`src/rtl/pulse_seq_arbiter_pkg.sv`:
```
// Shared types and sizing helpers for the phased pulse sequencer arbiter.
package pulse_seq_pkg;

    typedef enum logic [2:0] {
        IDLE,
        PRE,
        PULSE,
        POST,
        DONE
    } seq_state_t;

    // Phase counter only needs to reach the longest phase length.
    function automatic int seq_cnt_w(input int pre_cyc, input int pulse_cyc, input int post_cyc);
        int m;
        m = pre_cyc;
        if (pulse_cyc > m) m = pulse_cyc;
        if (post_cyc > m) m = post_cyc;
        return $clog2(m + 1);
    endfunction

endpackage

```
`src/rtl/pulse_seq_arbiter_if.sv`:
```
// Request/grant bundle between requesters (master) and the arbiter (slave).
interface pulse_seq_arbiter_if #(
    parameter int NREQ = 4
);
    localparam int IDW = $clog2(NREQ);

    logic [NREQ-1:0] req;
    logic            abort;
    logic [NREQ-1:0] grant;
    logic [IDW-1:0]  gnt_id;
    logic            busy;
    logic            pulse_out;
    logic            done;

    modport master (
        output req, abort,
        input  grant, gnt_id, busy, pulse_out, done
    );

    modport slave (
        input  req, abort,
        output grant, gnt_id, busy, pulse_out, done
    );

endinterface

```
`src/rtl/pulse_seq_arbiter_rr_pick.sv`:
```
// Combinational round-robin selector: first set request at or above ptr, wrapping.
module rr_pick #(
    parameter int N = 4
) (
    input  logic [N-1:0]         req,
    input  logic [$clog2(N)-1:0] ptr,
    output logic                 valid,
    output logic [$clog2(N)-1:0] idx,
    output logic [N-1:0]         onehot
);
    localparam int IW = $clog2(N);

    logic [IW-1:0] k;

    always_comb begin
        valid  = 1'b0;
        idx    = '0;
        onehot = '0;
        k      = '0;
        for (int i = 0; i < N; i++) begin
            k = IW'((int'(ptr) + i) % N);
            if (!valid && req[k]) begin
                valid = 1'b1;
                idx   = k;
            end
        end
        if (valid) onehot[idx] = 1'b1;
    end

endmodule

```
`src/rtl/pulse_seq_arbiter.sv`:
```
// Round-robin owner of a shared PRE -> PULSE -> POST pulse generator.
module pulse_seq_arbiter
    import pulse_seq_pkg::*;
#(
    parameter int NREQ      = 4,
    parameter int PRE_CYC   = 2,
    parameter int PULSE_CYC = 1,
    parameter int POST_CYC  = 1
) (
    input logic              clk,
    input logic              rst,
    pulse_seq_arbiter_if.slave bus
);
    localparam int IDW   = $clog2(NREQ);
    localparam int CNT_W = seq_cnt_w(PRE_CYC, PULSE_CYC, POST_CYC);

    localparam logic [CNT_W-1:0] PRE_LAST   = CNT_W'(PRE_CYC - 1);
    localparam logic [CNT_W-1:0] PULSE_LAST = CNT_W'(PULSE_CYC - 1);
    localparam logic [CNT_W-1:0] POST_LAST  = CNT_W'(POST_CYC - 1);

    seq_state_t       state_q, state_d;
    logic [CNT_W-1:0] cnt_q, cnt_d;
    logic [IDW-1:0]   rr_ptr, rr_ptr_d;
    logic [NREQ-1:0]  grant_q, grant_d;
    logic [IDW-1:0]   gnt_id_q, gnt_id_d;
    logic             busy_q, pulse_q, done_q;
    logic             pick_valid;
    logic [IDW-1:0]   pick_idx;
    logic [NREQ-1:0]  pick_onehot;
    logic [IDW-1:0]   ptr_after;

    rr_pick #(.N(NREQ)) u_pick (
        .req    (bus.req),
        .ptr    (rr_ptr),
        .valid  (pick_valid),
        .idx    (pick_idx),
        .onehot (pick_onehot)
    );

    assign ptr_after = (gnt_id_q == IDW'(NREQ - 1)) ? '0 : gnt_id_q + IDW'(1);

    // Next state; any exit to IDLE (done, abort, bad encoding) also releases the grant.
    always_comb begin
        state_d  = state_q;
        cnt_d    = cnt_q;
        rr_ptr_d = rr_ptr;
        grant_d  = grant_q;
        gnt_id_d = gnt_id_q;
        case (state_q)
            IDLE: begin
                cnt_d    = '0;
                grant_d  = '0;
                gnt_id_d = '0;
                if (pick_valid) begin
                    state_d  = PRE;
                    grant_d  = pick_onehot;
                    gnt_id_d = pick_idx;
                end
            end
            PRE: begin
                if (cnt_q == PRE_LAST) begin
                    state_d = PULSE;
                    cnt_d   = '0;
                end else begin
                    cnt_d = cnt_q + CNT_W'(1);
                end
            end
            PULSE: begin
                if (cnt_q == PULSE_LAST) begin
                    state_d = POST;
                    cnt_d   = '0;
                end else begin
                    cnt_d = cnt_q + CNT_W'(1);
                end
            end
            POST: begin
                if (cnt_q == POST_LAST) begin
                    state_d = DONE;
                    cnt_d   = '0;
                end else begin
                    cnt_d = cnt_q + CNT_W'(1);
                end
            end
            DONE: begin
                state_d  = IDLE;
                cnt_d    = '0;
                grant_d  = '0;
                gnt_id_d = '0;
                rr_ptr_d = ptr_after;
            end
            default: begin
                state_d  = IDLE;
                cnt_d    = '0;
                grant_d  = '0;
                gnt_id_d = '0;
            end
        endcase
        if (bus.abort && (state_q inside {PRE, PULSE, POST})) begin
            state_d  = IDLE;
            cnt_d    = '0;
            grant_d  = '0;
            gnt_id_d = '0;
            rr_ptr_d = ptr_after;
        end
    end

    // Outputs are decoded from the next state so they line up with the state register.
    always_ff @(posedge clk) begin
        if (rst) begin
            state_q  <= IDLE;
            cnt_q    <= '0;
            rr_ptr   <= '0;
            grant_q  <= '0;
            gnt_id_q <= '0;
            busy_q   <= 1'b0;
            pulse_q  <= 1'b0;
            done_q   <= 1'b0;
        end else begin
            state_q  <= state_d;
            cnt_q    <= cnt_d;
            rr_ptr   <= rr_ptr_d;
            grant_q  <= grant_d;
            gnt_id_q <= gnt_id_d;
            busy_q   <= state_d inside {PRE, PULSE, POST, DONE};
            pulse_q  <= (state_d == PULSE);
            done_q   <= (state_d == DONE);
        end
    end

    assign bus.grant     = grant_q;
    assign bus.gnt_id    = gnt_id_q;
    assign bus.busy      = busy_q;
    assign bus.pulse_out = pulse_q;
    assign bus.done      = done_q;

    a_grant_onehot: assert property (@(posedge clk) disable iff (rst) $onehot0(grant_q));
    a_busy_grant:   assert property (@(posedge clk) disable iff (rst) busy_q == (grant_q != '0));
    a_pulse_busy:   assert property (@(posedge clk) disable iff (rst) pulse_q |-> busy_q);
    a_done_state:   assert property (@(posedge clk) disable iff (rst) done_q |-> (state_q == DONE));

endmodule
```
`src/flat_wrapper.sv`:
```
// flat-port wrapper written by rule: the top's interface ports become plain ports
module pulse_seq_arbiter_flat import pulse_seq_pkg::*;
#(
    parameter int NREQ      = 4,
    parameter int PRE_CYC   = 2,
    parameter int PULSE_CYC = 1,
    parameter int POST_CYC  = 1
)
  (clk, rst, bus_req, bus_abort, bus_grant, bus_gnt_id, bus_busy, bus_pulse_out, bus_done);
  pulse_seq_arbiter_if #(.NREQ(NREQ)) bus_i ();
  input logic clk;
  input logic rst;
  input wire logic [$bits(bus_i.req)-1:0] bus_req;
  input wire logic [$bits(bus_i.abort)-1:0] bus_abort;
  output wire logic [$bits(bus_i.grant)-1:0] bus_grant;
  output wire logic [$bits(bus_i.gnt_id)-1:0] bus_gnt_id;
  output wire logic [$bits(bus_i.busy)-1:0] bus_busy;
  output wire logic [$bits(bus_i.pulse_out)-1:0] bus_pulse_out;
  output wire logic [$bits(bus_i.done)-1:0] bus_done;
  assign bus_i.req = bus_req;
  assign bus_i.abort = bus_abort;
  assign bus_grant = bus_i.grant;
  assign bus_gnt_id = bus_i.gnt_id;
  assign bus_busy = bus_i.busy;
  assign bus_pulse_out = bus_i.pulse_out;
  assign bus_done = bus_i.done;
  pulse_seq_arbiter #(.NREQ(NREQ), .PRE_CYC(PRE_CYC), .PULSE_CYC(PULSE_CYC), .POST_CYC(POST_CYC)) u_core (.clk(clk), .rst(rst), .bus(bus_i));
endmodule
```
`config.mk`:
```
export PLATFORM = sky130hd
export DESIGN_NAME = pulse_seq_arbiter_flat
export DESIGN_NICKNAME = d
export VERILOG_FILES = /design/src/rtl/pulse_seq_arbiter_pkg.sv /design/src/rtl/pulse_seq_arbiter_if.sv /design/src/rtl/pulse_seq_arbiter_rr_pick.sv /design/src/rtl/pulse_seq_arbiter.sv /design/src/flat_wrapper.sv
export SDC_FILE = /design/constraint.sdc
export NUM_CORES = 1
export LEC_CHECK = 0
export ABC_AREA = 1
export CAP_MARGIN = 40
export CORE_UTILIZATION = 50
export DETAILED_ROUTE_END_ITERATION = 10
export PLACE_DENSITY = 0.72
export SLEW_MARGIN = 20
export SYNTH_ARGS = -nofsm -noshare
export SYNTH_HDL_FRONTEND = slang
export SYNTH_HIERARCHICAL = 1
export SYNTH_SLANG_ARGS = --single-unit
export TNS_END_PERCENT = 50
```
`constraint.sdc`:
```
create_clock -name clk -period 4.4 [get_ports clk]
set_input_delay 0.88 -clock clk [delete_from_list [all_inputs] [get_ports clk]]
set_output_delay 0.88 -clock clk [all_outputs]
set_load 0.005 [all_outputs]
```
### Yosys cells after proc, flatten, opt, wreduce, memory -nomap -nowiden

Index checks and enable logic that the tools add are counted.

* input port bits: 7
* register bits: 16
* logic and storage cells: 79
* output and inout bits: 9

* add/subtract/negate cells: 5
* multiplexer cells: 34
* equality and inequality tests: 10
* $lt $le $gt $ge: 6
* reduce and logical (&&, ||, !) cells: 16

Operators with widths (count)
* 2-bit 2-to-1 mux: 10
* 2-bit by 3-bit < comparator with 1-bit output, second input constant: 5
* 3-bit 2-to-1 mux: 5
* 3-bit by 2-bit equality test with 1-bit output, second input constant: 4
* 3-bit case mux with 4 select lines: 1
* 1-bit 2-to-1 mux: 9
* 1-bit binary-select mux with 2-bit select: 4
* 2-bit case mux with 2 select lines: 2
* 4-bit case mux with 2 select lines: 1
* 2-bit by 1-bit adder with 2-bit output, second input constant: 3
* 3-bit by 1-bit equality test with 1-bit output, second input constant: 2
* 3-bit equality test, second input constant: 2
* 1-bit logical AND: 5
* 2-bit adder, second input constant: 2
* 4-bit 2-to-1 mux: 1
* 4-bit nonzero test: 1
* 2-bit OR reduction: 2
* 1-bit zero test: 3
* 3-bit zero test: 1
* 3-bit nonzero test: 1
* 3-bit OR reduction: 1
* 1-bit demux with 2-bit select: 1
* 2-bit by 1-bit equality test with 1-bit output, second input constant: 1
* 2-bit equality test, second input constant: 1
* other kinds (3): 3

### Longest topological paths before layout

Gate-level depths: netlist (run 1).

* word-level depth: 18
* depth in mapped cells: 15
* gate-level depth less buffers: 15

### By module

The synthesis (run 1) kept the hierarchy.

By module, submodules not included
* pulse_seq_arbiter: cells each 92, sequential area each 320.3 µm², area an instance 745.7 µm², times used 1
* rr_pick: cells each 67, sequential area each 0.0 µm², area an instance 331.6 µm², times used 1

### Worst setup path after synthesis (run 1)

No wires, ideal clock.

* path type: input-to-reg
* start point: input port bus_req[1]
* end point: register u_core.pulse_q, in the netlist u_core/bus.pulse_out
* slack: 2415 ps
* library setup time: 115 ps
* path buffers: 0
* cell stages on the path: 11
* arrival: 1870 ps
* required time: 4285 ps
* cell sequence: inv_1 nand2_1 nand2_1 o21ai_0 nand3b_1 nand2_2 nor2_4 nor2_2 nand2_2 nand2_2 and2_1

* longest elaborated chain between the ends: 16
* elaborated cells on any way between the ends: 22
* classes of those cells: eq/ne: 1; mux: 15; reduce/logical: 6

RTL lines
* start: declaration: line flat_wrapper.sv:13 `input wire logic [$bits(bus_i.req)-1:0] bus_req;`
* 1-bit binary-select mux with 2-bit select: line pulse_seq_arbiter_rr_pick.sv:22 `if (!valid && req[k]) begin`
* 1-bit 2-to-1 mux (implied by the code): line pulse_seq_arbiter_rr_pick.sv:22
* 1-bit 2-to-1 mux: line pulse_seq_arbiter_rr_pick.sv:22
* 1-bit zero test: line pulse_seq_arbiter_rr_pick.sv:22
* 1-bit logical AND: line pulse_seq_arbiter_rr_pick.sv:22
* 1-bit 2-to-1 mux: line pulse_seq_arbiter_rr_pick.sv:22
* 1-bit zero test: line pulse_seq_arbiter_rr_pick.sv:22
* 1-bit logical AND: line pulse_seq_arbiter_rr_pick.sv:22
* 1-bit 2-to-1 mux: line pulse_seq_arbiter_rr_pick.sv:22
* 1-bit zero test: line pulse_seq_arbiter_rr_pick.sv:22
* 1-bit logical AND: line pulse_seq_arbiter_rr_pick.sv:22
* 1-bit 2-to-1 mux *: line pulse_seq_arbiter_rr_pick.sv:22
* via u_core.pick_valid: line pulse_seq_arbiter.sv:27 `logic pick_valid;`
* 3-bit 2-to-1 mux *: line pulse_seq_arbiter.sv:54 `if (pick_valid) begin`
* 3-bit case mux with 4 select lines *: line pulse_seq_arbiter.sv:49 `case (state_q)`
* 3-bit 2-to-1 mux *: line pulse_seq_arbiter.sv:98 `if (bus.abort && (state_q inside {PRE, PULSE, POST})) begin`
* 3-bit by 2-bit equality test with 1-bit output *: line pulse_seq_arbiter.sv:125 `pulse_q <= (state_d == PULSE);`
* end signal: assignment: line pulse_seq_arbiter.sv:125
* end: declaration: line pulse_seq_arbiter.sv:26 `logic busy_q, pulse_q, done_q;`

The timed path passes the listed nets; every way through them passes the cells marked *. The select of a mux whose other input is x is not followed.
A chain may end at the register's enable or synchronous reset.

### Worst setup path after layout (run 1)

Same ends and word-level chain as after synthesis.

==> impl_metrics.toml, run 1 <==
[run_status]
status = "completed"

[worst_setup_path]
end_kind = "register"
crit_type = "input port to register"
worst-r2r-cell-count = 11
worstPathRequired_ns = 4.59
arrival_ns = 2.52
cp_max_fo = 7
cp-start-kind = "input port"

[detailed_routing]
drt_iter0_markers = 30
routedWlPerCell_um = 10.0
dr.pass1.iters = 4
finalWirelength_mm = 2.05
vias = 969
drc = 0
final_antenna_net_count = 0
vias_per_cell = 4.75

[timing]
fmax_mhz = 428
max_slew_margin_pct = 69.8
fin_tns_setup_ns = 0
finalMaxSlewViolations = 0
fin_crit_sh_pct = 53.1
tightest_slew_ns = 0.452
clock_skew_ns = 0.00267
final_hold_viol_count = 0
period_minus_slack_ns = 2.34
rsz0062_at_grt = "false"
hold_ws_ns = 0.471
finalSetupViolCount = 0

[cells_and_area]
antennaDiodeCount = 0
syn2layout_area_growth_pct = 19.4
layout.nets = 190
multiInputGateArea_um2 = 652
drive_gt1_share_pct = 21.5
regArea_um2 = 320
fillers = 179

[grt]
track_usage_pct = 19.7
grt_pass1_wl_mm = 3.67
grt_overflow = 0
grt_max_degree = 13
grt_pass1_vias = 900
antenna_found_initial = 0

[die]
die_area_mm2 = 0.00234
die_w_um = 48.4
core-area_mm2 = 0.00200
io_pins = 16
num_rows = 16
start_util_pct = 53.8
die_h_um = 48.4

[yosys]
synth_area_leaders = "dfxtp_1 30%, nand2_1 16%, nand2_2 7.5%"
ys_warn_count = 6
synth_seq_cells = 16
yosysMostFrequentCell = "nand2_1"
synth_edf_count = 0
ys_types = 23
yosysSeqAreaShare_pct = 29.7
yosysTopAreaCellShare_pct = 29.7
post-synth-top-area-cell = "dfxtp_1"
syn_inst = 159
syn_area_mm2 = 0.00108
ys.flop_type = "dfxtp_1"
netlist_top_cells_count = "47 x nand2_1, 18 x inv_1, 16 x dfxtp_1"
syn_avg_cell_area_um2 = 6.78
synthArstFlopShare_pct = 0
syn-num-nets = 171

[min_path]
hold_class = "register to register"
hold_depth = 2

[cts]
clkSlewWorstSetupHoldPaths_ns = 0.09
cts_tree = "built"
clockBufferDepth = 2
insertion_delay_ns = 0.28
numCtsBuffers = 3
hold_buffers = 0
cts_setup_buffers = 0
htreeDepth = 1
cts_sinks = 16
cts_resized = 0
clock-root-buffer = "clkbuf_4"

[place]
dp_hpwl_mm = 1.61
port_buffers = 15
globalplace.congestion = 0.860

[power]
leakage_nw = 0.638
irDropWorstVdd_mv = 0.369
power_density_mw_per_mm2 = 427

[job]
cap_violations = 0
-- power breakdown --
group | switching (W) | internal, W
Clock | 0.0000454 | 0.0000504
Sequential | 0.0000234 | 0.000168
Combinational | 0.000155 | 0.000106
-- sequential cells by signal, summed over array words and instances, names as in the netlist --
signal                flops
u_core/state_q            3
u_core/bus.grant          4
u_core/rr_ptr             2
u_core/bus.busy           1
u_core/bus.pulse_out      1
u_core/bus.gnt_id         2
u_core/cnt_q              2
u_core/bus.done           1
-- stage by stage --
step | setup slack, ns | cells | instance area [µm²] | total power (W) | utilization [%]
final | 2.06 | 204 | 1290 | 0.000549 | 64.3
after global routing | 1.92 | 204 | 1290 | 0.000598 | 64.3
after CTS | 2.09 | 204 | 1290 | 0.000552 | 64.3
after detailed placement | 1.78 | 200 | 1250 | 0.000454 | 62.4
after global placement | 1.84 | 200 | 1250 | 0.000448 | 62.4
after floorplan | 2.41 | 159 | 1080 | 0.000386 | -
-- worst max-delay path: stages --
cell and delay (ns):
clkdlybuf4s50_1 0.47, inv_1 0.07, nand2_1 0.07, nand2_1 0.06, o21ai_0 0.19, nand3b_1 0.18
nand2_2 0.08, nor2_4 0.18, nor2_2 0.06, nand2_2 0.06, nand2_2 0.06, and2_1 0.15
-- layout by cell type, fill, tap and decap left out, types with 2 or more instances in the layout --
cell and n:
nor2_4 4, a22oi_1 2, nand2_1 47, o21ai_1 3, nor2_1 11, nand3_1 6
clkbuf_4 3, nand3_2 3, clkdlybuf4s50_1 15, nor2_2 3, dfxtp_1 16, ha_1 5
a21oi_1 9, o21ai_0 2, inv_1 18, inv_2 7, nand2_2 13, nand2_4 3
-- worst paths after layout --
| check | startpoint | to | slack, ns |
|---|---|---|---|
| worst min register to register | u_core/bus.grant[3] | u_core/bus.grant[3] | 0.47 |
| worst min-delay path | u_core/bus.grant[3] | u_core/bus.grant[3] | 0.47 |
| worst max register to register | u_core/rr_ptr[0] | u_core/bus.pulse_out | 2.35 |
| worst max-delay path | bus_req[1] | u_core/bus.pulse_out | 2.06 |
-- layer usage --
| layer | share of wire (%) | routed length, µm | GRT usage (%) | vias up |
|---|---|---|---|---|
| met1 | 51 | 1050 | 26.9 | 415 |
| met4 | 0 | 0 | 1.47 | 0 |
| met5 | 0 | 0 | 0 | - |
| li1 | - | - | - | 527 |
| met2 | 43 | 873 | 32.2 | 27 |
| met3 | 5.9 | 121 | 5.66 | 0 |
-- kinds of logic (layout without fill, tap and decap cells) --
| logic type | after synthesis | count (layout) | share of synthesized area (%) |
|---|---|---|---|
| AOI/OAI and AO/OA | 18 | 18 | 9.99 |
| adders and majority gates | 5 | 5 | 5.81 |
| buffers and inverters | 26 | 44 | 9.76 |
| DFF | 16 | 16 | 29.7 |
| and+or+nand+nor | 94 | 94 | 44.7 |
-- layout make-up --
class / instances / share of cell area, %
timing repair buffer: 15 / 11.7
tap: 27 / 2.63
clock buffer: 4 / 2.82
sequential: 16 / 24.9
multi-input combinational: 117 / 50.7
inverter: 25 / 7.30
Power figures use the tool's default switching activity.
==> inputs of run 2 (changes only) <==
==> constraint.sdc (replaced) <==
create_clock -name clk -period 2.3 [get_ports clk]
set_input_delay 0.46 -clock clk [delete_from_list [all_inputs] [get_ports clk]]
set_output_delay 0.46 -clock clk [all_outputs]
set_load 0.005 [all_outputs]
==> impl_metrics.toml, run 2 (synthesis results as in run 1) <==
[detailed_routing]
drc = 0
vias = 1005
dr.pass1.iters = 4
final_antenna_net_count = 0
drt_iter0_markers = 25
routedWlPerCell_um = 10.1
vias_per_cell = 4.90
finalWirelength_mm = 2.08

[cells_and_area]
antennaDiodeCount = 0
final_common_cell = "nand2_1"
drive_gt1_share_pct = 21.9
layout.nets = 191
final_area_mm2 = 0.00129
syn2layout_area_growth_pct = 20.1
mostFrequentLayoutCells = "47 x nand2_1, 18 x inv_1, 16 x dfxtp_1"
largest_reg_flops = 4
utilization_pct = 64.6

[power]
irDropWorstVdd_mv = 0.659
fin_total_pwr_w = 0.00105
leakage_nw = 0.644
power_density_mw_per_mm2 = 815

[die]
num_rows = 16
start_util_pct = 53.8
die_h_um = 48.4
core-area_mm2 = 0.00200
io_pins = 16
die_area_mm2 = 0.00234
die_w_um = 48.4

[worst_setup_path]
worstPathRequired_ns = 2.48
end_kind = "register"
arrival_ns = 2.12
cp-start-kind = "input port"
crit_type = "input port to register"
cp_max_fo = 7

[place]
place_area_mm2 = 0.00126
globalplace.congestion = 0.884
dp_hpwl_mm = 1.65
port_buffers = 15

[grt]
grtUsageMet2_pct = 35.0
track_usage_pct = 20.2
grt_pass1_wl_mm = 3.82
grt_pass1_vias = 940
use_met3_pct = 5.66
antenna_found_initial = 0
grt_overflow = 0
met1_usage_pct = 26.1
grt.busiest_layer = "met2"
grt_max_degree = 11

[cts]
cts_sinks = 16
cts_setup_buffers = 0
clkSlewWorstSetupHoldPaths_ns = 0.09
clock-root-buffer = "clkbuf_4"
cts_tree = "built"
htreeDepth = 1
cts_resized = 0
hold_buffers = 0
clockBufferDepth = 2
insertion_delay_ns = 0.28
numCtsBuffers = 3

[timing]
period_minus_slack_ns = 1.93
fmax_mhz = 517
clock_skew_ns = 0.00230
final_hold_viol_count = 0
fin_tns_setup_ns = 0
fin_crit_sh_pct = 84.1
finalSetupViolCount = 0
tightest_slew_ns = 0.261
rsz0062_at_grt = "false"
hold_ws_ns = 0.471
finalMaxSlewViolations = 0
max_slew_margin_pct = 82.6

[job]
cap_violations = 0

[run_status]
status = "completed"

[min_path]
hold_class = "register to register"
run 2: cell count changes in the layout (fill, tap and decap cells not counted):
cell / change
buf_4: +1
run 2: final timing paths:
path,start,endpoint,slack (ns),cells after the start
setup / recovery,bus_req[1],u_core/bus.pulse_out,0.37,12
hold / removal,u_core/bus.grant[0],u_core/bus.grant[0],0.47,2
setup reg to reg,u_core/rr_ptr[0],u_core/bus.pulse_out,0.47,12
hold reg to reg,u_core/bus.grant[0],u_core/bus.grant[0],0.47,2
run 2: area by class of cell:
type	instances	area [µm²]
Tap cell	27	33.8
Inverter	25	93.8
Multi-Input combinational cell	117	652
Clock buffer	4	36.3
Timing Repair Buffer	16	158
Sequential cell	16	320
Fill cell	189	708
run 2: metal layers:
metal	vias to the layer above	share of wire (%)
met5	-	0
met4	0	0
met3	0	4.7
met2	28	45
met1	447	51
li1	530	-
run 2: where the power goes:
group	internal, W	switching, W
sequential	0.000322	0.0000362
clock	0.0000963	0.0000847
combinational	0.000208	0.000308
total	0.000626	0.000429
run 2: per-stage QoR:
step / setup slack (ns) / cells
2_1_floorplan: 0.702 / 159
3_3_place_gp: 0.158 / 201
3_5_place_dp: 0.110 / 201
4_1_cts: 0.397 / 205
5_1_grt: 0.249 / 205
6_report: 0.365 / 205
run 2: worst max-delay path, cell delays in order:
cell             delay (ns)
clkdlybuf4s50_1        0.49
inv_1                  0.07
nand2_1                0.07
nand2_1                0.06
o21ai_0                0.19
nand3b_1               0.18
nand2_2                0.08
nor2_4                 0.18
nor2_2                 0.06
nand2_2                0.06
nand2_2                0.05
and2_1                 0.15
==> inputs of run 3 (changes only) <==
==> constraint.sdc (replaced) <==
create_clock -name clk -period 2 [get_ports clk]
set_input_delay 0.4 -clock clk [delete_from_list [all_inputs] [get_ports clk]]
set_output_delay 0.4 -clock clk [all_outputs]
set_load 0.005 [all_outputs]
==> impl_metrics.toml, run 3 (synthesis results as in run 1) <==
[power]
p_sw_share_pct = 39.5
power_density_mw_per_mm2 = 932
combPwrFrac_pct = 50.4
power_frac_seq_pct = 33.1
irDropWorstVdd_mv = 0.762
leakage_nw = 0.673
power_frac_clock_pct = 16.5
power.switching_w = 0.000493
p_int_w = 0.000755

[cts]
cts_tree = "built"
insertion_delay_ns = 0.28
cts_resized = 0
cts_setup_buffers = 0
clkSlewWorstSetupHoldPaths_ns = 0.09
clockBufferDepth = 2
htreeDepth = 1
cts_sinks = 16
hold_buffers = 0
numCtsBuffers = 3
clock-root-buffer = "clkbuf_4"

[worst_setup_path]
slowest_stage = "clkdlybuf4s50_1"
arrival_ns = 1.96
cp-start-kind = "input port"
cp_cell_sequence = "clkdlybuf4s50_1 -> inv_1 -> nand2_1 -> nand2_1 -> o21ai_0 -> nand3b_1 -> nand2_2 -> nor2_4 -> nor2_2 -> nand2_2 -> nand2_2 -> and2_1"
worst-r2r-cell-count = 11
path_buf_inv = 2
cp_top_family = "simple AND/OR/NAND/NOR gates"
crit_type = "input port to register"
end_kind = "register"
cpMostUsedCell = "nand2_2"
cpPeakStageDelay_ns = 0.48
worstPathRequired_ns = 2.18
worst-path-stages = 12
cp_max_fo = 3

[grt]
track_usage_pct = 21.1
grt_overflow = 0
grt_max_degree = 10
grt_pass1_vias = 951
grt_pass1_wl_mm = 3.97
antenna_found_initial = 0

[timing]
rsz0062_at_grt = "false"
period_minus_slack_ns = 1.78
fin_crit_sh_pct = 88.8
final_hold_viol_count = 0
fin_tns_setup_ns = 0
max_slew_margin_pct = 83.6
tightest_slew_ns = 0.245
finalMaxSlewViolations = 0
setup_slack_ns = 0.224
finalSetupViolCount = 0
fmax_mhz = 563
clock_skew_ns = 0.00397
hold_ws_ns = 0.471

[min_path]
hold_class = "register to register"
hold_depth = 2

[detailed_routing]
drt_iter0_markers = 22
final_antenna_net_count = 0
finalWirelength_mm = 2.04
vias_per_cell = 4.84
dr.pass1.iters = 4
drc = 0
vias = 1021
routedWlPerCell_um = 9.67

[die]
die_w_um = 48.4
start_util_pct = 53.8
io_pins = 16
die_h_um = 48.4
core-area_mm2 = 0.00200
die_area_mm2 = 0.00234
num_rows = 16

[cells_and_area]
layout.nets = 197
mostFrequentLayoutCells = "47 x nand2_1, 18 x inv_1, 16 x dfxtp_1"
fillers = 170
drive_gt1_share_pct = 24.5
syn2layout_area_growth_pct = 24.3
antennaDiodeCount = 0
utilization_pct = 66.9
final_common_cell = "nand2_1"
largest_reg_flops = 4

[place]
place_ws_ns = -0.0742
globalplace.congestion = 0.894
dp_hpwl_mm = 1.64
port_buffers = 15

[run_status]
status = "completed"

[job]
cap_violations = 0
[run 3: final cells by class]
class | instances | area (µm²) | share of cell area (%)
well taps | 27 | 33.8 | 2.52
clock buffers | 4 | 36.3 | 2.71
multi-input cells | 117 | 652 | 48.7
repair buffers | 22 | 203 | 15.1
inverters | 25 | 93.8 | 7.01
flip-flops and latches | 16 | 320 | 23.9
[run 3: power groups by stage]
stage | Combinational [W] | Sequential (W) | Clock [W]
2_1_floorplan | 0.000431 | 0.000417 | 0
3_3_place_gp | 0.000616 | 0.000418 | 0
3_5_place_dp | 0.000626 | 0.000419 | 0
4_1_cts | 0.000633 | 0.000413 | 0.000215
5_1_grt | 0.000715 | 0.000423 | 0.000228
6_report | 0.000629 | 0.000413 | 0.000205
[run 3: final timing paths]
path | startpoint | endpoint | slack [ns]
setup / recovery | bus_req[1] | u_core/bus.pulse_out | 0.22
hold / removal | u_core/bus.grant[2] | u_core/bus.grant[2] | 0.47
setup reg to reg | u_core/rr_ptr[1] | u_core/bus.pulse_out | 0.27
hold reg to reg | u_core/bus.grant[2] | u_core/bus.grant[2] | 0.47
[run 3: per-stage QoR]
stage / power, W / cells / cell area, µm²
after global routing: 0.00137 / 211 / 1340
after CTS: 0.00126 / 211 / 1340
after global placement: 0.00103 / 207 / 1300
after floorplan: 0.000849 / 159 / 1080
final: 0.00125 / 211 / 1340
after detailed placement: 0.00104 / 207 / 1300
[run 3: routing by layer]
metal  global-route usage [%]  up-vias  part of all wire (%)
met4                     1.47        0                     0
met5                        0        -                     0
met1                     28.2      443                    52
li1                         -      547                     -
met2                     35.4       31                    43
met3                     5.66        0                   5.5
[run 3: worst register-to-register path, stage by stage, from the launching register on]
cell      delay, ns
dfxtp_1        0.46
inv_2          0.10
nand2_2        0.07
nand2_2        0.08
o21ai_0        0.23
nand3b_1       0.17
nand2_2        0.08
nor2_4         0.12
nor2_2         0.05
nand2_2        0.07
nand2_2        0.05
and2_1         0.15
